$ cat config.mk
export PLATFORM = sky130hd
export DESIGN_NAME = approx_add14_err_monitor
export DESIGN_NICKNAME = d
export VERILOG_FILES = /design/src/rtl/approx_add14_err_monitor.sv
export SDC_FILE = /design/constraint.sdc
export NUM_CORES = 1
export LEC_CHECK = 0
export CORE_AREA = 4 4 114 127
export DETAILED_ROUTE_END_ITERATION = 8
export DIE_AREA = 0 0 118 131
export PLACE_DENSITY = 0.77
export SLEW_MARGIN = 0
export SYNTH_ARGS = -nofsm -noshare
export SYNTH_HDL_FRONTEND = slang
export SYNTH_SLANG_ARGS = --single-unit
$ cat constraint.sdc
create_clock -name clk -period 3.4 [get_ports clk]
set_clock_uncertainty 0.05 [all_clocks]
set_input_delay 0.68 -clock clk [delete_from_list [all_inputs] [get_ports clk]]
set_output_delay 0.68 -clock clk [all_outputs]
set_load 0.1 [all_outputs]
$ cat src/rtl/approx_add14_err_monitor.sv
// rtl/approx_add14_err_monitor.sv - windowed error-distance statistics for the 14-bit approximate adder
// Optional feature macro: APPROX_MON_BIAS_EN (signed bias accumulator; bias port tied to 0 when undefined)
module approx_add14_err_monitor #(
    parameter int WIN_LOG2 = 8
) (
    input  logic                    clk,
    input  logic                    rst_n,
    input  logic                    clear,
    input  logic                    in_valid,
    output logic                    in_ready,
    input  logic [13:0]             a,
    input  logic [13:0]             b,
    input  logic [14:0]             approx_sum,
    output logic                    out_valid,
    input  logic                    out_ready,
    output logic [15+WIN_LOG2-1:0]  ed_sum,
    output logic [14:0]             ed_mean,
    output logic [14:0]             ed_max,
    output logic [WIN_LOG2:0]       err_cnt,
    output logic [16+WIN_LOG2-1:0]  bias
);

    typedef enum logic {ACCUM, REPORT} state_t;

    // Counter value meaning "whole window accepted" (2^WIN_LOG2)
    localparam logic [WIN_LOG2:0] WIN_FULL = {1'b1, {WIN_LOG2{1'b0}}};

    state_t              state;
    state_t              state_next;
    logic [WIN_LOG2:0]   accepted;
    logic                accept;
    logic                absorb_last;
    logic                handshake;

    logic [14:0]         exact;
    logic [15:0]         diff;
    logic [15:0]         diff_abs;
    logic [14:0]         ed;

    logic                s1_valid;
    logic [14:0]         s1_ed;

    // Exact reference sum and signed/absolute error of the approximate result
    always_comb begin
        exact    = {1'b0, a} + {1'b0, b};
        diff     = {1'b0, approx_sum} - {1'b0, exact};
        diff_abs = diff[15] ? (16'd0 - diff) : diff;
        ed       = diff_abs[14:0];
    end

    assign in_ready    = (state == ACCUM) && (accepted < WIN_FULL);
    assign out_valid   = (state == REPORT);
    assign accept      = in_valid && in_ready;
    assign handshake   = (state == REPORT) && out_ready;
    // The last sample reaches S2 while the counter already reads a full window
    assign absorb_last = (state == ACCUM) && s1_valid && (accepted == WIN_FULL);

    // State register
    always_ff @(posedge clk or negedge rst_n) begin
        if (!rst_n) begin
            state <= ACCUM;
        end else begin
            state <= state_next;
        end
    end

    // Next-state logic; clear overrides both the report hold and the handshake
    always_comb begin
        state_next = state;
        if (clear) begin
            state_next = ACCUM;
        end else begin
            case (state)
                ACCUM:   if (absorb_last) state_next = REPORT;
                REPORT:  if (handshake)   state_next = ACCUM;
                default: state_next = ACCUM;
            endcase
        end
    end

    // Accepted-sample counter for the current window
    always_ff @(posedge clk or negedge rst_n) begin
        if (!rst_n) begin
            accepted <= '0;
        end else if (clear || handshake) begin
            accepted <= '0;
        end else if (accept) begin
            accepted <= accepted + (WIN_LOG2+1)'(1);
        end
    end

    // Stage 1: capture the error distance of each accepted sample
    always_ff @(posedge clk or negedge rst_n) begin
        if (!rst_n) begin
            s1_valid <= 1'b0;
            s1_ed    <= '0;
        end else begin
            s1_valid <= accept && !clear;
            if (accept) begin
                s1_ed <= ed;
            end
        end
    end

    // Stage 2: fold the registered error into the window accumulators
    always_ff @(posedge clk or negedge rst_n) begin
        if (!rst_n) begin
            ed_sum  <= '0;
            ed_max  <= '0;
            err_cnt <= '0;
        end else if (clear || handshake) begin
            ed_sum  <= '0;
            ed_max  <= '0;
            err_cnt <= '0;
        end else if (s1_valid && (state == ACCUM)) begin
            ed_sum  <= ed_sum + {{WIN_LOG2{1'b0}}, s1_ed};
            if (s1_ed > ed_max) begin
                ed_max <= s1_ed;
            end
            err_cnt <= err_cnt + {{WIN_LOG2{1'b0}}, (s1_ed != 15'd0)};
        end
    end

    // Truncating mean over the window: drop the WIN_LOG2 fraction bits
    assign ed_mean = ed_sum[WIN_LOG2 +: 15];

`ifdef APPROX_MON_BIAS_EN
    logic [15:0] s1_diff;

    // Stage 1 signed error, kept only when bias tracking is built
    always_ff @(posedge clk or negedge rst_n) begin
        if (!rst_n) begin
            s1_diff <= '0;
        end else if (accept) begin
            s1_diff <= diff;
        end
    end

    // Stage 2 signed bias accumulator (sign-extended difference)
    always_ff @(posedge clk or negedge rst_n) begin
        if (!rst_n) begin
            bias <= '0;
        end else if (clear || handshake) begin
            bias <= '0;
        end else if (s1_valid && (state == ACCUM)) begin
            bias <= bias + {{WIN_LOG2{s1_diff[15]}}, s1_diff};
        end
    end
`else
    assign bias = '0;
`endif

endmodule

# Word level (Yosys, flattened, before mapping)

Cells that the tools add are included.

Bits in registers: 73
Input bits: 48
Output and inout bits: 88
Logic and storage cells: 44

$add $sub $neg: 6
Order comparisons: 2
Eq/ne operators: 1
Mux-type cells: 14
Bitwise operators: 1
Reductions and logical operators: 13

Operators with widths:

| cell                                                                 | count |
|---|---|
| 15-bit 2-to-1 mux                                                    | 4 |
| 23-bit 2-to-1 mux                                                    | 2 |
| 9-bit 2-to-1 mux                                                     | 4 |
| 23-bit by 15-bit adder with 23-bit output                            | 1 |
| 15-bit by 15-bit subtractor with 16-bit output                       | 1 |
| 14-bit by 14-bit adder with 15-bit output                            | 1 |
| 15-bit greater-than comparator                                       | 1 |
| 15-bit nonzero test                                                  | 1 |
| 1-bit by 15-bit subtractor with 15-bit output (first input constant) | 1 |
| 9-bit by 1-bit adder with 9-bit output                               | 1 |
| 9-bit by 1-bit adder with 9-bit output (second input constant)       | 1 |
| 9-bit == test (second input constant)                                | 1 |
| 9-bit less-than comparator (second input constant)                   | 1 |
| 1-bit logical AND                                                    | 6 |
| 2-bit nonzero test                                                   | 3 |
| 1-bit 2-to-1 mux                                                     | 3 |
| 1-bit one-hot mux with 2 select lines                                | 1 |
| 2-bit AND reduction                                                  | 1 |
| 1-bit zero test                                                      | 1 |
| 1-bit logical OR                                                     | 1 |
| 1-bit NOT                                                            | 1 |

# Longest topological paths before layout

Gate-level depths: netlist of run 1.

Word-level depth: 6
Mapped depth: 14
Depth with buffers taken out: 14

# Worst setup path before layout of run 1

No wires, ideal clock.

Kind: input to register
From: input a[0]
To: register s1_ed[14]
Data arrival time: 3.655 ns
Required time: 3.281 ns
Setup slack: -0.374 ns
Stages on the path: 13
Path buffers: 0
Cells stage by stage: inv_1 fa_1 ha_1 nor2_1 fa_1 or2b_1 a21oi_2 o41ai_2 xnor2_1 nor3b_4 nand3_1 or4_1 nand3_1

Cells in the longest elaborated chain, start to end: 4

Ends and longest elaborated chain:

| what                                               | line | source |
|---|---|---|
| start, declared                                    | 11   | `input logic [13:0] a,` |
| 14-bit by 14-bit adder with 15-bit output (*)      | 45   | `exact = {1'b0, a} + {1'b0, b};` |
| 15-bit by 15-bit subtractor with 16-bit output (*) | 46   | `diff = {1'b0, approx_sum} - {1'b0, exact};` |
| 1-bit by 15-bit subtractor with 15-bit output      | 47   | `diff_abs = diff[15] ? (16'd0 - diff) : diff;` |
| 15-bit 2-to-1 mux (*)                              | 47   |  |
| end signal, assigned                               | 96   | `s1_ed <= '0;` |
| end signal, assigned                               | 100  | `s1_ed <= ed;` |
| end, declared                                      | 41   | `logic [14:0] s1_ed;` |

Mark *: on every way between the ends. The rest lies on a longest branch, timed or not.
A chain may end at the register's enable or synchronous reset.

# Worst setup path in the final report of run 1

From: input b[0]
To: register s1_ed[14]

Cells in the longest elaborated chain, start to end: 4

Ends and longest elaborated chain:

| what                                               | line | source |
|---|---|---|
| start, declared                                    | 12   | `input logic [13:0] b,` |
| 14-bit by 14-bit adder with 15-bit output (*)      | 45   |  |
| 15-bit by 15-bit subtractor with 16-bit output (*) | 46   |  |
| 1-bit by 15-bit subtractor with 15-bit output      | 47   |  |
| 15-bit 2-to-1 mux (*)                              | 47   |  |

Marked as above.

==> impl_summary.txt, run 1 <==
----------------------------------------------------
[Floorplan]
  Die outline height ... 131 microns
  Placeable Area ... 13100 sq um
  Effective utilization at floorplan ... 44.7%
  Number of top-level pins ... 136
  Row Count ... 44
  Horizontal die dimension ... ~120 microns
  Die area ... 15500 sq um

[Worst hold path]
  HP Class ... in2async

[GRT]
  Overall track demand over capacity in global routing ... 17.8%
  Congestion Overflow GR ... 0
  Number of global-route vias before repair ... 5056
  Initial antenna violation count ... 0
  First-pass GRT wire length ... 23000 microns
  Pin count of the biggest net entering global routing ... 74

[STA]
  Rel. slew slack ... 44.0%
  Time the worst path needs with I/O delays and setup ... 3.45 ns
  Slack of the critical path ... -0.0531 ns
  Total count of hold-check failures in the final report ... 0
  Final count of pins violating max slew ... 0
  Fin crit share ... 102%
  Worst-Margin Slew ... 0.838 ns
  Peak clock frequency supported by timing ... roughly 0.29 GHz
  Unrepaired setup endpoints after global routing ... yes
  Number of setup violations in the final report ... 3

[Place]
  Post-placement cell area ... just over 7000 sq um
  IO Port Bufs ... 111
  Placer Congestion ... 0.857
  Dpl cells ... roughly 970
  Detailed Place HPWL ... 10400 microns

[Logic synthesis]
  Ys async rst share ... 100%
  Share of the yosys chip area belonging to registers ... roughly 31%
  Yosys warning count ... 0
  Top_reg_cell synth ... dfrtp_1
  Average instance area after synthesis ... 8.77 sq um
  Synth Register Bits ... 73
  Cell variety after synth ... 56
  Number of instances in the synthesized netlist ... 667
  Syn Std Cell Area ... 5850 sq um
  EDFF count, synth ... 0

[Clock tree]
  Clock tree from TritonCTS ... built
  Clock Tree Buf Depth ... 2
  Clock-pin slew of the registers on the worst-case setup and hold paths ... 0.06 ns
  Number of CTS-inserted buffers ... 9
  Clock latency on the worst-skew pair ... 0.34 ns
  Num Clock Sinks ... 73
  Maximum level of the CTS H-tree ... 3
  Clock tree root driver cell ... clkbuf_16

[Layout]
  Number of non-filler instances in the completed layout ... just under 1000
  Total non-filler cell area in the finished layout ... 7930 sq um
  Layout area overhead ... 35.5%
  Final design utilization ... 60.5%
  Total Nets Final ... 942
  Commonest cells after routing, fill and taps aside ... 128 x buf_4, 73 x dfrtp_1, 64 x nor2_1
  Most common library cell in the layout ignoring fill and taps ... buf_4
  Number of diodes ... 0
  Layout cells sized above 1 ... a little over a quarter

[Pwr]
  Design Power ... around 5.2 mW
  Total power per unit cell area ... 659 nW/um^2
  VDD IR-drop max ... 325 uV
  Leak Pwr ... 3.74 nW

[Critical path]
  Crit start category ... input port
  CP Max Fanout ... 5
  Data arrival at the endpoint of the critical path ... 3.67 ns
  Required time at the endpoint of the critical path ... 3.62 ns
  Worst setup EP type ... register
  Critical path class ... in2reg

[Detailed routing]
  Post-detailed-route wirelength per cell ... 14.2 microns
  Number of DRC markers in iteration 0 ... approximately 280
  Antenna Violating Nets Remaining ... 0
  Total detailed-routing wirelength ... around 14000 microns
  Ratio of routed vias to standard cells ... 5.24
  Detailed-route DRC error count ... 0
  Drt pass-1 iters ... 4
  Via count of the routed design ... between 5000 and 6000

[Run status]
  Failing checks ... setup timing
  Run status ... finished with violations

[Flow run]
  Maximum Capacitance Violations ... 0

----------------------------------------------------
## cell families after synthesis
kind of cell | Yosys count | synth area share [%]
multiplexers | 17 | 2.93
adder cells (fa/ha/maj) | 67 | 16.3
buffers and inverters | 113 | 9.90
AO/OA/AOI/OAI | 142 | 15.9
other | 1 | 0.0641
AND/OR/NAND/NOR | 204 | 16.3
flip-flops | 73 | 31.2
XOR/XNOR | 50 | 7.49
## registers in the layout, indices dropped and copies added, names as in the netlist
signal and cells:
s1_valid 1, out_valid 1, err_cnt 9, ed_sum 23, accepted 9, ed_max 15
s1_ed 15
## metal layers
metal | routed length [microns] | vias to the layer above | share of wire, % | track usage [%]
met5 | 0 | - | 0 | 0
met4 | 310 | 0 | 2.2 | 6.07
met3 | 554 | 22 | 3.9 | 2.88
met2 | 7280 | 133 | 52 | 32.6
met1 | 5910 | 2463 | 42 | 21.6
li1 | - | 2584 | - | -
## synth_stat cells, types with 5 or more instances
| cell type | number | area share [%] |
|---|---|---|
| xnor2_1 | 29 | 4.3 |
| nand4_1 | 13 | 1.4 |
| a21o_1 | 6 | 0.77 |
| nor3_1 | 11 | 0.94 |
| xor2_1 | 21 | 3.1 |
| o21a_1 | 5 | 0.64 |
| clkbuf_1 | 14 | 0.90 |
| dfrtp_1 | 73 | 31 |
| nor2b_1 | 5 | 0.53 |
| buf_4 | 41 | 5.3 |
| nand2b_1 | 5 | 0.53 |
| o211ai_1 | 5 | 0.64 |
| a21oi_1 | 42 | 3.6 |
| o21ai_0 | 39 | 3.3 |
| nand3_1 | 14 | 1.2 |
| nor2_1 | 74 | 4.7 |
| mux2i_1 | 16 | 2.7 |
| a22o_1 | 10 | 1.5 |
| a31oi_1 | 5 | 0.53 |
| nand2_1 | 53 | 3.4 |
| fa_1 | 15 | 5.1 |
| or3_1 | 12 | 1.3 |
| ha_1 | 52 | 11 |
| inv_1 | 57 | 3.7 |
## per-stage QoR
step / setup WS [ns] / TNS, ns / hold slack [ns]
5_1_grt: -0.146 / -1.18 / 0.352
4_1_cts: -0.0303 / -0.0303 / 0.323
6_report: -0.0531 / -0.0895 / 0.304
2_1_floorplan: -0.130 / -0.313 / 0.334
3_3_place_gp: -0.675 / -7.28 / 0.461
3_5_place_dp: -0.754 / -7.80 / 0.478
## timing repair
| item | in CTS | in global routing |
|---|---|---|
| buffers inserted | 5 | 4 |
| hold buffers | 0 | 0 |
| setup endpoints to repair | 14 | 14 |
| pin swaps | 28 | 28 |
| gates resized for setup | 47 | 44 |
## layout make-up
type | count | area (sq um)
Inverter | 57 | 216
Multi-Input combinational cell | 504 | 3880
Sequential cell | 73 | 1830
Timing Repair Buffer | 182 | 1510
Clock buffer | 9 | 225
Clock inverter | 7 | 77.6
Fill cell | 1126 | 5170
Tap cell | 161 | 201
## final timing paths
| check | startpoint | endpoint | slack (ns) | cells past startpoint |
|---|---|---|---|---|
| min in group clk | ed_sum[4] | ed_sum[4] | 0.51 | 1 |
| worst min-delay path | rst_n | accepted[5] | 0.30 | 2 |
| max in group asynchronous | rst_n | ed_max[10] | 2.68 | 2 |
| worst min register to register | ed_sum[4] | ed_sum[4] | 0.51 | 1 |
| worst max register to register | s1_ed[0] | ed_sum[20] | 0.42 | 10 |
| worst max-delay path | b[0] | s1_ed[14] | -0.05 | 16 |
## power by group
group | internal (mW) | leakage (nW) | switching, mW
sequential | 1.01 | 0.982 | 0.222
clock | 0.574 | 0.146 | 0.379
combinational | 1.21 | 2.61 | 1.82
## critical path: stages
cell and delay, ns:
buf_6 0.07, inv_4 0.03, fa_1 0.50, inv_1 0.08, ha_2 0.20, nor2_4 0.05, fa_2 0.34, or2b_1 0.28
a21oi_4 0.27, buf_6 0.14, a21oi_4 0.03, a2bb2oi_4 0.20, nor3_4 0.21, nand3_2 0.09, or4_1 0.40, nand3_1 0.08
Note: power is estimated with default switching activity, not from simulation.
==> run 2: changes to the inputs <==
--- a/config.mk
+++ b/config.mk
@@ -9,6 +9,7 @@
 export DETAILED_ROUTE_END_ITERATION = 8
 export DIE_AREA = 0 0 118 131
 export PLACE_DENSITY = 0.77
+export SETUP_SLACK_MARGIN = 0.15
 export SLEW_MARGIN = 0
 export SYNTH_ARGS = -nofsm -noshare
 export SYNTH_HDL_FRONTEND = slang
==> constraint.sdc (replaced) <==
create_clock -name clk -period 3.4 [get_ports clk]
set_clock_uncertainty 0.05 [all_clocks]
set_input_delay 0.68 -clock clk [delete_from_list [all_inputs] [get_ports clk]]
set_output_delay 0.68 -clock clk [all_outputs]
set_load 0.02 [all_outputs]
==> impl_summary.txt, run 2 (synthesis results as in run 1) <==
----------------------------------------------------
[Run status]
  Run status ... finished with violations
  Failing checks ... setup timing

[Flow run]
  Maximum Capacitance Violations ... 0 (unchanged)

[Detailed routing]
  Via count of the routed design ... 5279 (+1.5%)
  Total detailed-routing wirelength ... 15600 microns (+11%)
  Antenna Violating Nets Remaining ... 0 (unchanged)
  Detailed-route DRC error count ... 0 (unchanged)
  Post-detailed-route wirelength per cell ... 15.6 microns (+10%)
  Drt pass-1 iters ... 5 (+1)
  Ratio of routed vias to standard cells ... 5.29 (+0.97%)
  Number of DRC markers in iteration 0 ... 334 (+18%)

[Critical path]
  Slowest stage delay, CP ... 0.56 ns (+0.06 ns)
  Required time at the endpoint of the critical path ... 3.52 ns (-0.10 ns)
  Cell with the biggest individual delay on the critical path ... fa_1
  Worst reg2reg path startpoint ... s1_ed[0]
  Critical path class ... in2reg
  Worst setup EP type ... register
  List of cells traversed by the critical path ... buf_6, fa_1, ha_2, nor2_2, fa_2, or2b_4, buf_4, o2bb2ai_2, a21oi_4, a2bb2oi_4, nor3_4, buf_4, buf_6, a31oi_1, xnor2_1, o21ai_0
  CP Max Fanout ... 3 (-2)
  Data arrival at the endpoint of the critical path ... 3.76 ns (+0.09 ns)
  Crit start category ... input port
  Start point of the critical path ... approx_sum[0]

[Clock tree]
  Clock tree root driver cell ... clkbuf_16
  Num Clock Sinks ... 73 (unchanged)
  Clock-pin slew of the registers on the worst-case setup and hold paths ... 0.06 ns (about the same)
  Number of CTS-inserted buffers ... 9 (unchanged)
  Clock latency on the worst-skew pair ... 0.33 ns (about the same)
  Clock tree from TritonCTS ... built
  Maximum level of the CTS H-tree ... 3 (unchanged)
  Clock Tree Buf Depth ... 2 (unchanged)

[GRT]
  Initial antenna violation count ... 0 (unchanged)
  Number of global-route vias before repair ... 5122 (+1.3%)
  Congestion Overflow GR ... 0 (unchanged)
  Pin count of the biggest net entering global routing ... 45 (-39%)
  First-pass GRT wire length ... 23500 microns (+1.9%)
  Overall track demand over capacity in global routing ... 18.4% (+0.54 points)

[Layout]
  Most common library cell in the layout ignoring fill and taps ... clkdlybuf4s50_1
  Largest reg by FF count ... ed_sum
  Largest registers ranked by flip-flop count ... ed_sum x23, ed_max x15, s1_ed x15
  Number of non-filler instances in the completed layout ... 998 (+0.50%)
  Commonest cells after routing, fill and taps aside ... 87 x clkdlybuf4s50_1, 73 x dfrtp_1, 65 x buf_4
  FF+latch area ... 1830 sq um (unchanged)
  Layout area overhead ... 42.9%
  Total Nets Final ... 948 (+0.64%)
  Final design utilization ... 63.8% (+3.3 points)
  Number of flip-flops in the largest register ... 23 (unchanged)
  Number of fillers in the final layout ... 1027 (-8.8%)
  Number of diodes ... 0 (unchanged)
  Layout cells sized above 1 ... 20.7% (-5.9 points)
  Area of the multi-input gates ... 4020 sq um (+3.6%)

[Floorplan]
  Die outline height ... 131 microns (unchanged)
  Effective utilization at floorplan ... 44.7% (unchanged)
  Number of top-level pins ... 136 (unchanged)
  Row Count ... 44 (unchanged)
  Placeable Area ... 13100 sq um (unchanged)
  Horizontal die dimension ... 118 microns (unchanged)
  Die area ... 15500 sq um (unchanged)

[Place]
  Detailed Place HPWL ... 10600 microns (+1.8%)
  Placer Congestion ... 0.848 (-1.0%)
  Dpl cells ... 961 (-0.72%)
  IO Port Bufs ... 111 (unchanged)

[STA]
  Final count of pins violating max slew ... 0 (unchanged)
  Total count of hold-check failures in the final report ... 0 (unchanged)
  Worst-case hold slack ... 0.389 ns (+0.0844 ns)
  Fin crit share ... 107% (+5.3 points)
  Slack of the critical path ... -0.234 ns (-0.181 ns)
  Rel. slew slack ... 41.5% (-2.5 points)
  Number of setup violations in the final report ... 9 (+6)
  Unrepaired setup endpoints after global routing ... yes
  Worst-Margin Slew ... 0.875 ns (+0.0373 ns)
  Peak clock frequency supported by timing ... 0.275 GHz (-5.0%)
  Time the worst path needs with I/O delays and setup ... 3.63 ns (+0.181 ns)

[Pwr]
  Total power per unit cell area ... 593 nW/um^2 (-9.9%)
  VDD IR-drop max ... 299 uV (-8.0%)
  Leak Pwr ... 3.77 nW (+1.0%)

[Worst hold path]
  HP Class ... in2async

----------------------------------------------------
[run 2: changes by cell type in the layout (fill, tap and decap cells not counted), moves of 3 or more]
cell             delta
buf_4              -63
clkdlybuf4s50_1    +56
dlymetal6s2s_1     +10
a21oi_2             -5
inv_2               +4
o21ai_0             -4
o21ai_1             +4
a21oi_4             +3
inv_1               -3
nand3_1             -3
nand3_4             +3
nor2_1              -3
nor2_4              +3
[run 2: critical path, delay by kind of cell]
kind | cells | cell delay, ns
compound gates | 5 | 0.93
xor+xnor | 1 | 0.17
fa+ha+maj | 3 | 1.09
buf+inv | 4 | 0.49
simple gates | 3 | 0.40
[run 2: layer usage]
metal,part of all wire (%),track usage (%)
met1,40,21.5
met5,0,0
met4,3.5,5.86
met2,52,34.5
met3,4.3,3.23
[run 2: timing repair]
item,4_1_cts,5_1_grt
gates resized for setup,58,70
hold buffers,0,0
gates cloned,0,1
endpoints found under the hold margin,0,0
setup buffers,10,11
setup endpoints to repair,14,14
pin swaps,29,12
[run 2: where the power goes]
| group | internal, mW | switching (mW) |
|---|---|---|
| Clock | 0.679 | 0.361 |
| Combinational | 1.31 | 1.37 |
| Sequential | 1.01 | 0.230 |
[run 2: final timing paths]
| path | endpoint | depth (start not counted) | slack, ns |
|---|---|---|---|
| worst max-delay path | s1_ed[12] | 16 | -0.23 |
| max in group asynchronous | ed_sum[8] | 2 | 2.23 |
| worst min register to register | ed_sum[3] | 1 | 0.51 |
| worst min-delay path | accepted[4] | 1 | 0.39 |
| min in group clk | ed_sum[3] | 1 | 0.51 |
| worst max register to register | ed_sum[20] | 10 | 0.43 |
[run 2: cell type report]
cell class              instances  area share [%]
inverters                      57            2.56
flip-flops and latches         73            21.8
well taps                     161            2.41
clock inverters                 4           0.913
repair buffers                188            21.2
clock buffers                  11            3.02
multi-input cells             504            48.0
[run 2: through the flow]
stage / cell area (sq um) / TNS [ns] / setup WS (ns) / power, mW
2_1_floorplan: 5990 / -0.129 / -0.129 / 2.72
3_3_place_gp: 7370 / -6.74 / -0.713 / 3.42
3_5_place_dp: 7370 / -7.95 / -0.831 / 3.48
4_1_cts: 7940 / -0.00898 / -0.00705 / 4.66
5_1_grt: 8360 / -2.39 / -0.361 / 5.30
6_report: 8360 / -1.12 / -0.234 / 4.96
